### src/rtl/vmc_arb_pkg.sv
// Shared types and constants for the Wishbone port arbiter of the memory controller.
// Build option: VMC_ARB_RR_EN selects round-robin instead of fixed-priority winner selection.
package vmc_arb_pkg;

    typedef enum logic [1:0] {
        ST_IDLE,
        ST_GRANT,
        ST_REFRESH
    } arb_state_t;

    localparam logic [2:0] CTI_CLASSIC = 3'b000;
    localparam logic [2:0] CTI_CONST   = 3'b001;
    localparam logic [2:0] CTI_INC     = 3'b010;
    localparam logic [2:0] CTI_EOB     = 3'b111;

    // An acked beat closes the tenure unless the master announces more beats;
    // unknown cycle types are handled like classic cycles.
    function automatic logic cti_ends_tenure(input logic [2:0] cti);
        case (cti)
            CTI_CONST, CTI_INC:   cti_ends_tenure = 1'b0;
            CTI_CLASSIC, CTI_EOB: cti_ends_tenure = 1'b1;
            default:              cti_ends_tenure = 1'b1;
        endcase
    endfunction

endpackage

### src/rtl/vmc_arb_pick.sv
// Combinational winner selection among requesting ports.
// Build option: VMC_ARB_RR_EN rotates the search start to last+1; otherwise the
// lowest requesting index wins and the last input is ignored.
module vmc_arb_pick
    import vmc_arb_pkg::*;
#(
    parameter int NR_PORTS = 4,
    parameter int IDX_W    = (NR_PORTS > 1) ? $clog2(NR_PORTS) : 1
) (
    input  logic [NR_PORTS-1:0] req,
    input  logic [IDX_W-1:0]    last,
    output logic [NR_PORTS-1:0] win,
    output logic [IDX_W-1:0]    idx,
    output logic                any
);

`ifdef VMC_ARB_RR_EN
    int k;

    // Search every port once, starting just after the previous winner.
    always_comb begin
        win = '0;
        idx = '0;
        any = 1'b0;
        k   = 0;
        for (int i = 0; i < NR_PORTS; i++) begin
            k = (int'(last) + 1 + i) % NR_PORTS;
            if (!any && req[k]) begin
                any    = 1'b1;
                win[k] = 1'b1;
                idx    = IDX_W'(k);
            end
        end
    end
`else
    logic unused_last;
    assign unused_last = ^last;

    // Lowest requesting index wins.
    always_comb begin
        win = '0;
        idx = '0;
        any = 1'b0;
        for (int i = 0; i < NR_PORTS; i++) begin
            if (!any && req[i]) begin
                any    = 1'b1;
                win[i] = 1'b1;
                idx    = IDX_W'(i);
            end
        end
    end
`endif

endmodule

### src/rtl/vmc_wb_arbiter.sv
// Grants the SDRAM command path to one Wishbone master per tenure (classic
// cycle or whole burst) and slots auto-refresh in between tenures.
// Build option: VMC_ARB_RR_EN enables round-robin selection with a last-winner
// pointer; without it selection is fixed priority and no pointer exists.
module vmc_wb_arbiter
    import vmc_arb_pkg::*;
#(
    parameter int NR_PORTS = 4,
    parameter int IDX_W    = (NR_PORTS > 1) ? $clog2(NR_PORTS) : 1
) (
    input  logic                  wb_clk,
    input  logic                  wb_rst,
    input  logic [NR_PORTS-1:0]   cyc_i,
    input  logic [NR_PORTS-1:0]   stb_i,
    input  logic [3*NR_PORTS-1:0] cti_i,
    input  logic                  ack_i,
    input  logic                  refresh_req_i,
    input  logic                  refresh_done_i,
    output logic [NR_PORTS-1:0]   gnt_o,
    output logic [IDX_W-1:0]      gnt_idx_o,
    output logic                  gnt_vld_o,
    output logic                  refresh_gnt_o
);

    arb_state_t          state;
    logic [NR_PORTS-1:0] req;
    logic [NR_PORTS-1:0] pick_win;
    logic [IDX_W-1:0]    pick_idx;
    logic                pick_any;
    logic [IDX_W-1:0]    last;
    logic                cur_cyc;
    logic [2:0]          cur_cti;
    logic                release_now;

    assign req = cyc_i & stb_i;

`ifndef VMC_ARB_RR_EN
    assign last = '0;
`endif

    vmc_arb_pick #(
        .NR_PORTS (NR_PORTS),
        .IDX_W    (IDX_W)
    ) u_pick (
        .req  (req),
        .last (last),
        .win  (pick_win),
        .idx  (pick_idx),
        .any  (pick_any)
    );

    // Route the granted port's cyc and cti using the registered one-hot grant.
    always_comb begin
        cur_cyc = 1'b0;
        cur_cti = CTI_CLASSIC;
        for (int p = 0; p < NR_PORTS; p++) begin
            if (gnt_o[p]) begin
                cur_cyc = cyc_i[p];
                cur_cti = cti_i[3*p +: 3];
            end
        end
    end

    assign release_now = !cur_cyc || (ack_i && cti_ends_tenure(cur_cti));

    // Arbitration state machine with registered grant outputs.
    always_ff @(posedge wb_clk) begin
        if (wb_rst) begin
            state         <= ST_IDLE;
            gnt_o         <= '0;
            gnt_idx_o     <= '0;
            gnt_vld_o     <= 1'b0;
            refresh_gnt_o <= 1'b0;
`ifdef VMC_ARB_RR_EN
            last          <= IDX_W'(NR_PORTS - 1);
`endif
        end else begin
            case (state)
                ST_IDLE: begin
                    if (refresh_req_i) begin
                        state         <= ST_REFRESH;
                        refresh_gnt_o <= 1'b1;
                    end else if (pick_any) begin
                        state     <= ST_GRANT;
                        gnt_o     <= pick_win;
                        gnt_idx_o <= pick_idx;
                        gnt_vld_o <= 1'b1;
`ifdef VMC_ARB_RR_EN
                        last      <= pick_idx;
`endif
                    end
                end
                ST_GRANT: begin
                    if (release_now) begin
                        state     <= ST_IDLE;
                        gnt_o     <= '0;
                        gnt_idx_o <= '0;
                        gnt_vld_o <= 1'b0;
                    end
                end
                ST_REFRESH: begin
                    if (refresh_done_i) begin
                        state         <= ST_IDLE;
                        refresh_gnt_o <= 1'b0;
                    end
                end
                default: begin
                    state         <= ST_IDLE;
                    gnt_o         <= '0;
                    gnt_idx_o     <= '0;
                    gnt_vld_o     <= 1'b0;
                    refresh_gnt_o <= 1'b0;
                end
            endcase
        end
    end

endmodule

### config.mk
export PLATFORM = sky130hd
export DESIGN_NAME = vmc_wb_arbiter
export DESIGN_NICKNAME = d
export VERILOG_FILES = /design/src/rtl/vmc_arb_pkg.sv /design/src/rtl/vmc_arb_pick.sv /design/src/rtl/vmc_wb_arbiter.sv
export SDC_FILE = /design/constraint.sdc
export NUM_CORES = 1
export LEC_CHECK = 0
export BUFFER_PORTS_ARGS = -buffer_cell sky130_fd_sc_hd__buf_2
export CAP_MARGIN = 0
export CORE_MARGIN = 5
export CORE_UTILIZATION = 46
export CTS_CLUSTER_SIZE = 8
export DETAILED_ROUTE_END_ITERATION = 6
export PLACE_DENSITY = 0.81
export SLEW_MARGIN = 40
export SYNTH_ARGS = -nofsm -noshare
export SYNTH_HDL_FRONTEND = slang
export SYNTH_SLANG_ARGS = --single-unit
### constraint.sdc
create_clock -name wb_clk -period 3.05 [get_ports wb_clk]
set_input_delay 0.4575 -clock wb_clk [delete_from_list [all_inputs] [get_ports wb_clk]]
set_output_delay 0.4575 -clock wb_clk [all_outputs]
set_load 0.005 [all_outputs]
==> impl_metrics.yaml, run 1 <==
setup_path:
  crit_chain: "buf_2, nand2_1, a311o_1, a32o_2, nor2_8, mux2i_1"
  critPathLaunchType: "input pin"
  rr_endpoint: "gnt_o[2]$_SDFFE_PP0P_"
  cpPeakStageDelay_ps: 370
  worstReg2RegStart: "state[1]$_SDFFE_PP0P_"
  critical-path-slowest-cell: "a311o_1"
  end_kind: "flip-flop"
  r2r_cells: 4
  path_buf_inv: 1
  cp_top_family: "compound AO/OA/AOI/OAI gates"
  rrSetupSlack_ps: 1600
  critical_path_required_ps: 3230
  crit_arrival_ps: 1670
  crit_fanout: 5
  path_class: "input pin to flip-flop"
hold_path:
  hold_start: "refresh_done_i"
  whs_endpoint: "state[1]$_SDFFE_PP0P_"
  hold_depth: 2
  hp-class: "input pin to flip-flop"
place:
  io_buffers: 32
  placed_cells: 119
  gp_congestion: 0.785
  dp.final_hpwl_mm: 1.29
clocking:
  cts_sinks: 10
  clkLatencyLatePin_ps: 260
  cts_resized: 0
  cts_setup_buffers: 0
  ctsHoldBuffers: 0
  cts_made_buffers: 3
  clk_pin_slew_ps: 60
  cts_root_buffer: "clkbuf_4"
  clockBufferDepth: 2
  htreeDepth: 1
  cts_tree: "built"
synthesis:
  synth_common_cells: "dfxtp_1, nand2b_1, nand2_1"
  avgSynthCellArea_um2: 8.64
  syn_nets: 99
  synth-edff-count: 0
  synth-seq-cells: 10
  yosysMostFrequentCell: "dfxtp_1"
  synthDistinctLibCells: 30
  seq_area_frac_synth_pct: 31.3
  yosys.area.top_type: "dfxtp_1"
  yosysWarnings: 0
  synth.area.top_cells: "dfxtp_1, nand2b_1, mux2i_1, xnor2_1, nand2_1"
  synthCells: 74
  synth_async_sr_flop_share_pct: 0
  syn-cell-area_um2: 639
  synth_top_area_share_pct: 31.3
  synthFlopType: "dfxtp_1"
timing:
  grt_setup_unrepaired: "false"
  skew_ps: 6.38
  finalCritPeriodShare_pct: 48.7
  drv_slew: 0
  max_freq_mhz: 673
  slew_headroom_pct: 70.9
  min_period_ps: 1490
  worstMarginPinSlew_ps: 436
  setup_viol: 0
  timing.setup.tns_ps: 0
  fin_worst_hold_slack_ps: 408
  finalHoldViolations: 0
global_route:
  antenna_found_initial: 0
  grt_max_degree: 13
  grt_pass1_vias: 583
  grt_pass1_wl_mm: 2.39
  gr-total-overflow: 0
  grt_usage_pct: 15.1
final_layout:
  seq_area_um2: 200
  fillers: 127
  syn2layout_area_growth_pct: 30.1
  antenna_cells: 0
  nets: 134
  multi_input_area_um2: 412
  final_util_pct: 63.9
  final_layout_size_suffix_gt1_share_pct: 38.3
  final_cells: 122
power:
  powerDensity_mw_per_mm2: 371
  vdd_drop_max_uv: 312
  leakage_nw: 0.367
  power_mw: 0.309
drt:
  wirelength_mm: 1.55
  drt_drc_violations_left: 0
  vias_per_cell: 5.48
  num_vias: 668
  wl_per_cell_um: 12.7
  ant_nets: 0
  drt-initial-drc-count: 11
  drt_pre_antenna_iters: 4
floorplanning:
  die-area_mm2: 0.00224
  fp-row-count: 13
  initial_utilization_pct: 49.1
  die_y_um: 47.3
  core-area_mm2: 0.00130
  die_w_um: 47.3
  io-pin-count: 33
outcome:
  status: "finished clean"
flow_run:
  drv_cap: 0
per-stage QoR:
stage	instance area, µm²	worst slack, ps
floorplan	639	1560
global placement	810	1350
detailed placement	810	1310
CTS	832	1570
global route	832	1480
finish	832	1560
kinds of logic (layout without fill, tap and decap cells):
group           count (synthesis)  in the layout  share of synthesized area [%]
flops                          10             10                           31.3
simple gates                   32             32                           30.5
xor+xnor                        4              4                           5.48
compound gates                 16             16                           20.6
mux                             5              5                           7.83
buf+inv                         7             40                           4.30
cell type report:
class / count / share of cell area [%]
multi-input combinational: 57 / 49.5
sequential: 10 / 24.1
timing repair buffer: 32 / 19.2
clock buffer: 3 / 2.71
inverter: 5 / 2.26
tap: 15 / 2.26
metal layers:
metal	wire, µm	part of all wire (%)	track usage [%]
met1	660	43	17.8
met2	763	49	25.9
met3	114	7.4	5.75
met4	6	0.39	3.31
met5	0	0	0
worst reg2reg max path: cells and delay by family, from the launching register on:
family	cells	cell delay, ps
AOI/OAI and AO/OA	2	650
DFF	1	380
and+or+nand+nor	2	340
registers in the layout, summed over array words and instances, names as in the netlist:
| signal | flops |
|---|---|
| refresh_gnt_o | 1 |
| state | 2 |
| gnt_idx_o | 2 |
| gnt_vld_o | 1 |
| gnt_o | 4 |
layout by cell type (no fill, tap or decap), types with 2 or more instances in the layout:
cell type | netlist | layout
nand2b_1 | 9 | 9
a21oi_1 | 4 | 4
inv_1 | 5 | 5
clkbuf_4 | 0 | 3
nand3b_1 | 3 | 3
nor2_1 | 2 | 2
nand2_1 | 8 | 8
mux2i_1 | 5 | 5
nand3_1 | 3 | 3
xnor2_1 | 4 | 4
buf_2 | 1 | 32
o221ai_1 | 2 | 2
dfxtp_1 | 10 | 10
how the worst max path moves through the flow:
stage / to / depth (start not counted) / start
finish: gnt_idx_o[1]$_SDFFE_PP0P_ / 6 / cyc_i[0]
global route: gnt_o[3]$_SDFFE_PP0P_ / 6 / cti_i[9]
CTS: gnt_idx_o[1]$_SDFFE_PP0P_ / 6 / cyc_i[0]
detailed placement: gnt_idx_o[0]$_SDFFE_PP0P_ / 6 / cyc_i[0]
global placement: gnt_idx_o[0]$_SDFFE_PP0P_ / 6 / cyc_i[0]
floorplan: gnt_o[0]$_SDFFE_PP0P_ / 5 / cyc_i[0]
where the power goes:
group          internal (mW)  switching [mW]
sequential             0.139         0.00764
clock                 0.0454          0.0408
combinational         0.0399          0.0367
(Power assumes the default switching activity.)
==> run 2, diff against run 1 <==
--- a/config.mk
+++ b/config.mk
@@ -5,13 +5,14 @@
 export SDC_FILE = /design/constraint.sdc
 export NUM_CORES = 1
 export LEC_CHECK = 0
+export ABC_AREA = 1
 export BUFFER_PORTS_ARGS = -buffer_cell sky130_fd_sc_hd__buf_2
 export CAP_MARGIN = 0
 export CORE_MARGIN = 5
-export CORE_UTILIZATION = 46
+export CORE_UTILIZATION = 39
 export CTS_CLUSTER_SIZE = 8
 export DETAILED_ROUTE_END_ITERATION = 6
-export PLACE_DENSITY = 0.81
+export PLACE_DENSITY = 0.73
 export SLEW_MARGIN = 40
 export SYNTH_ARGS = -nofsm -noshare
 export SYNTH_HDL_FRONTEND = slang
==> constraint.sdc (replaced) <==
create_clock -name wb_clk -period 1.2 [get_ports wb_clk]
set_input_delay 0.18 -clock wb_clk [delete_from_list [all_inputs] [get_ports wb_clk]]
set_output_delay 0.18 -clock wb_clk [all_outputs]
set_load 0.005 [all_outputs]
==> run 2 against run 1 <==
- the run now ends with setup timing left
- critical path depth up 4
- final cell count up 41%
- hold slack worse by 190 ps
- worst setup slack worse by 1600 ps
- routed wire length up 27%
==> impl_metrics.yaml, run 2 <==
hold_path:
  hp-class: "input pin to flip-flop"
  hold_depth: 4
drt:
  wl_per_cell_um: 11.4
  num_vias: 850
  ant_nets: 0
  wirelength_mm: 1.96
  drt-initial-drc-count: 19
  drt_drc_violations_left: 0
  vias_per_cell: 4.94
  drt_pre_antenna_iters: 4
final_layout:
  final_cells: 172
  multi_input_area_um2: 440
  final_util_pct: 64.6
  syn2layout_area_growth_pct: 53.0
  fillers: 153
  largest_reg_flops: 4
  design_area_mm2: 0.00101
  final_layout_size_suffix_gt1_share_pct: 44.2
  mostFrequentLayoutCell: "buf_2"
  seq_area_um2: 204
  antenna_cells: 0
  nets: 182
  top_register: "gnt_o"
  reg_top3: "gnt_o x4, gnt_idx_o x2, state x2"
  final_cell_mix: "buf_2, nand2_1, inv_1, nand3_1, buf_4"
setup_path:
  end_kind: "flip-flop"
  path_class: "flip-flop to flip-flop"
  cpMostUsedCell: "nand2_1"
  crit_fanout: 5
  endpoint: "state[0]$_SDFFE_PP0P_"
  cp_top_family: "simple AND/OR/NAND/NOR gates"
  path_buf_inv: 2
  rrSetupSlack_ps: -40
  critPathLaunchType: "flip-flop"
  critical_path_required_ps: 1370
  critical-path-slowest-cell: "dfxtp_4"
  rr_endpoint: "state[0]$_SDFFE_PP0P_"
  cp_num_cells: 10
  r2r_cells: 10
  crit_chain: "inv_2, nand3_1, a21oi_2, nand2_1, nand2_2, nand2_4, nand3_1, nand2_1, nand2_1, inv_1"
  worstReg2RegStart: "gnt_o[1]$_SDFFE_PP0P_"
  crit_arrival_ps: 1410
  critPathLaunch: "gnt_o[1]$_SDFFE_PP0P_"
  cpPeakStageDelay_ps: 360
timing:
  fin_worst_hold_slack_ps: 214
  setup_ws_ps: -44.5
  finalCritPeriodShare_pct: 104
  grt_setup_unrepaired: "true"
  max_freq_mhz: 804
  finalHoldViolations: 0
  setup_viol: 6
  skew_ps: 5.20
  worstMarginPinSlew_ps: 224
  slew_headroom_pct: 85.1
  drv_slew: 0
  min_period_ps: 1240
  timing.setup.tns_ps: -165
synthesis:
  synth_async_sr_flop_share_pct: 0
  synthFlopType: "dfxtp_1"
  synth_top_area_share_pct: 30.4
  synth-seq-cells: 10
  yosys.area.top_type: "dfxtp_1"
  synth_common_cells: "nand2_1, inv_1, nand3_1"
  synth.area.top_cells: "dfxtp_1, nand2_1, nand3_1, a21oi_1, inv_1"
  seq_area_frac_synth_pct: 30.4
  syn_nets: 135
  synth-edff-count: 0
  synthDistinctLibCells: 15
  yosysWarnings: 0
  synthCells: 110
  syn-cell-area_um2: 658
  yosysMostFrequentCell: "nand2_1"
  avgSynthCellArea_um2: 5.98
floorplanning:
  die_y_um: 51.1
  core-area_mm2: 0.00156
  fp-row-count: 14
  io-pin-count: 33
  die_w_um: 51.1
  initial_utilization_pct: 42.2
  die-area_mm2: 0.00261
clocking:
  htreeDepth: 1
  cts_tree: "built"
  clockBufferDepth: 2
  cts_sinks: 10
  clkLatencyLatePin_ps: 260
  clk_pin_slew_ps: 60
  cts_root_buffer: "clkbuf_4"
  cts_made_buffers: 3
place:
  placed_cells: 166
  gp_congestion: 0.783
  dp.final_hpwl_mm: 1.44
  io_buffers: 32
  dpl_cell_area_um2: 903
  preCtsSetupSlack_ps: -107
power:
  powerDensity_mw_per_mm2: 1050
  power_mw: 1.06
  leakage_nw: 0.558
  vdd_drop_max_uv: 836
flow_run:
  drv_cap: 0
outcome:
  violations: "setup timing"
  status: "complete, but fails checks"
global_route:
  grt_pass1_vias: 777
  grt_usage_pct: 15.5
  grt_max_degree: 10
  antenna_found_initial: 0
  grt_pass1_wl_mm: 3.11
  gr-total-overflow: 0
[run 2: worst min path at each step]
stage | start | to | slack [ps]
floorplan | refresh_req_i | refresh_gnt_o$_SDFFE_PP0P_ | 350
detailed placement | gnt_idx_o[1]$_SDFFE_PP0P_ | gnt_idx_o[1]$_SDFFE_PP0P_ | 450
CTS | wb_rst | gnt_idx_o[0]$_SDFFE_PP0P_ | 200
global route | wb_rst | gnt_vld_o$_SDFFE_PP0P_ | 220
global placement | gnt_idx_o[0]$_SDFFE_PP0P_ | gnt_idx_o[0]$_SDFFE_PP0P_ | 450
finish | refresh_done_i | state[1]$_SDFFE_PP0P_ | 210
[run 2: logic make-up (layout without fill, tap and decap cells)]
| logic type | after synthesis | in the layout | share of synthesized area [%] |
|---|---|---|---|
| flops | 10 | 10 | 30.4 |
| simple gates | 64 | 65 | 43.2 |
| buf+inv | 20 | 65 | 11.4 |
| compound gates | 16 | 16 | 15.0 |
[run 2: what timing repair did]
| action | in CTS | in global routing |
|---|---|---|
| setup buffers | 1 | 0 |
| gates resized for setup | 8 | 8 |
| pin swaps | 4 | 4 |
| cloned | 1 | 0 |
| setup endpoints to repair | 8 | 8 |
| hold buffers | 0 | 0 |
[run 2: where the power goes]
| part | switching [mW] | internal (mW) | leakage [nW] |
|---|---|---|---|
| clock | 0.111 | 0.184 | 0.0210 |
| combinational | 0.204 | 0.169 | 0.455 |
| sequential | 0.0264 | 0.365 | 0.0826 |
[run 2: cell type report]
type,instances,share of cell area [%]
Clock buffer,4,3.60
Inverter,19,7.08
Multi-Input combinational cell,81,43.7
Sequential cell,10,20.2
Tap cell,16,1.99
Timing Repair Buffer,42,23.4
[run 2: worst reg2reg max path, stage by stage (launching register included)]
cell and delay (ps):
dfxtp_4 360, inv_2 60, nand3_1 70, a21oi_2 120
nand2_1 70, nand2_2 100, nand2_4 80, nand3_1 120
nand2_1 60, nand2_1 50, inv_1 40
[run 2: per-layer routing]
metal,GRT usage (%),vias up,wire length (µm)
li1,-,443,-
met1,18.4,363,816
met2,25.8,38,894
met3,4.94,6,202
met4,6.73,0,42
met5,0,-,0
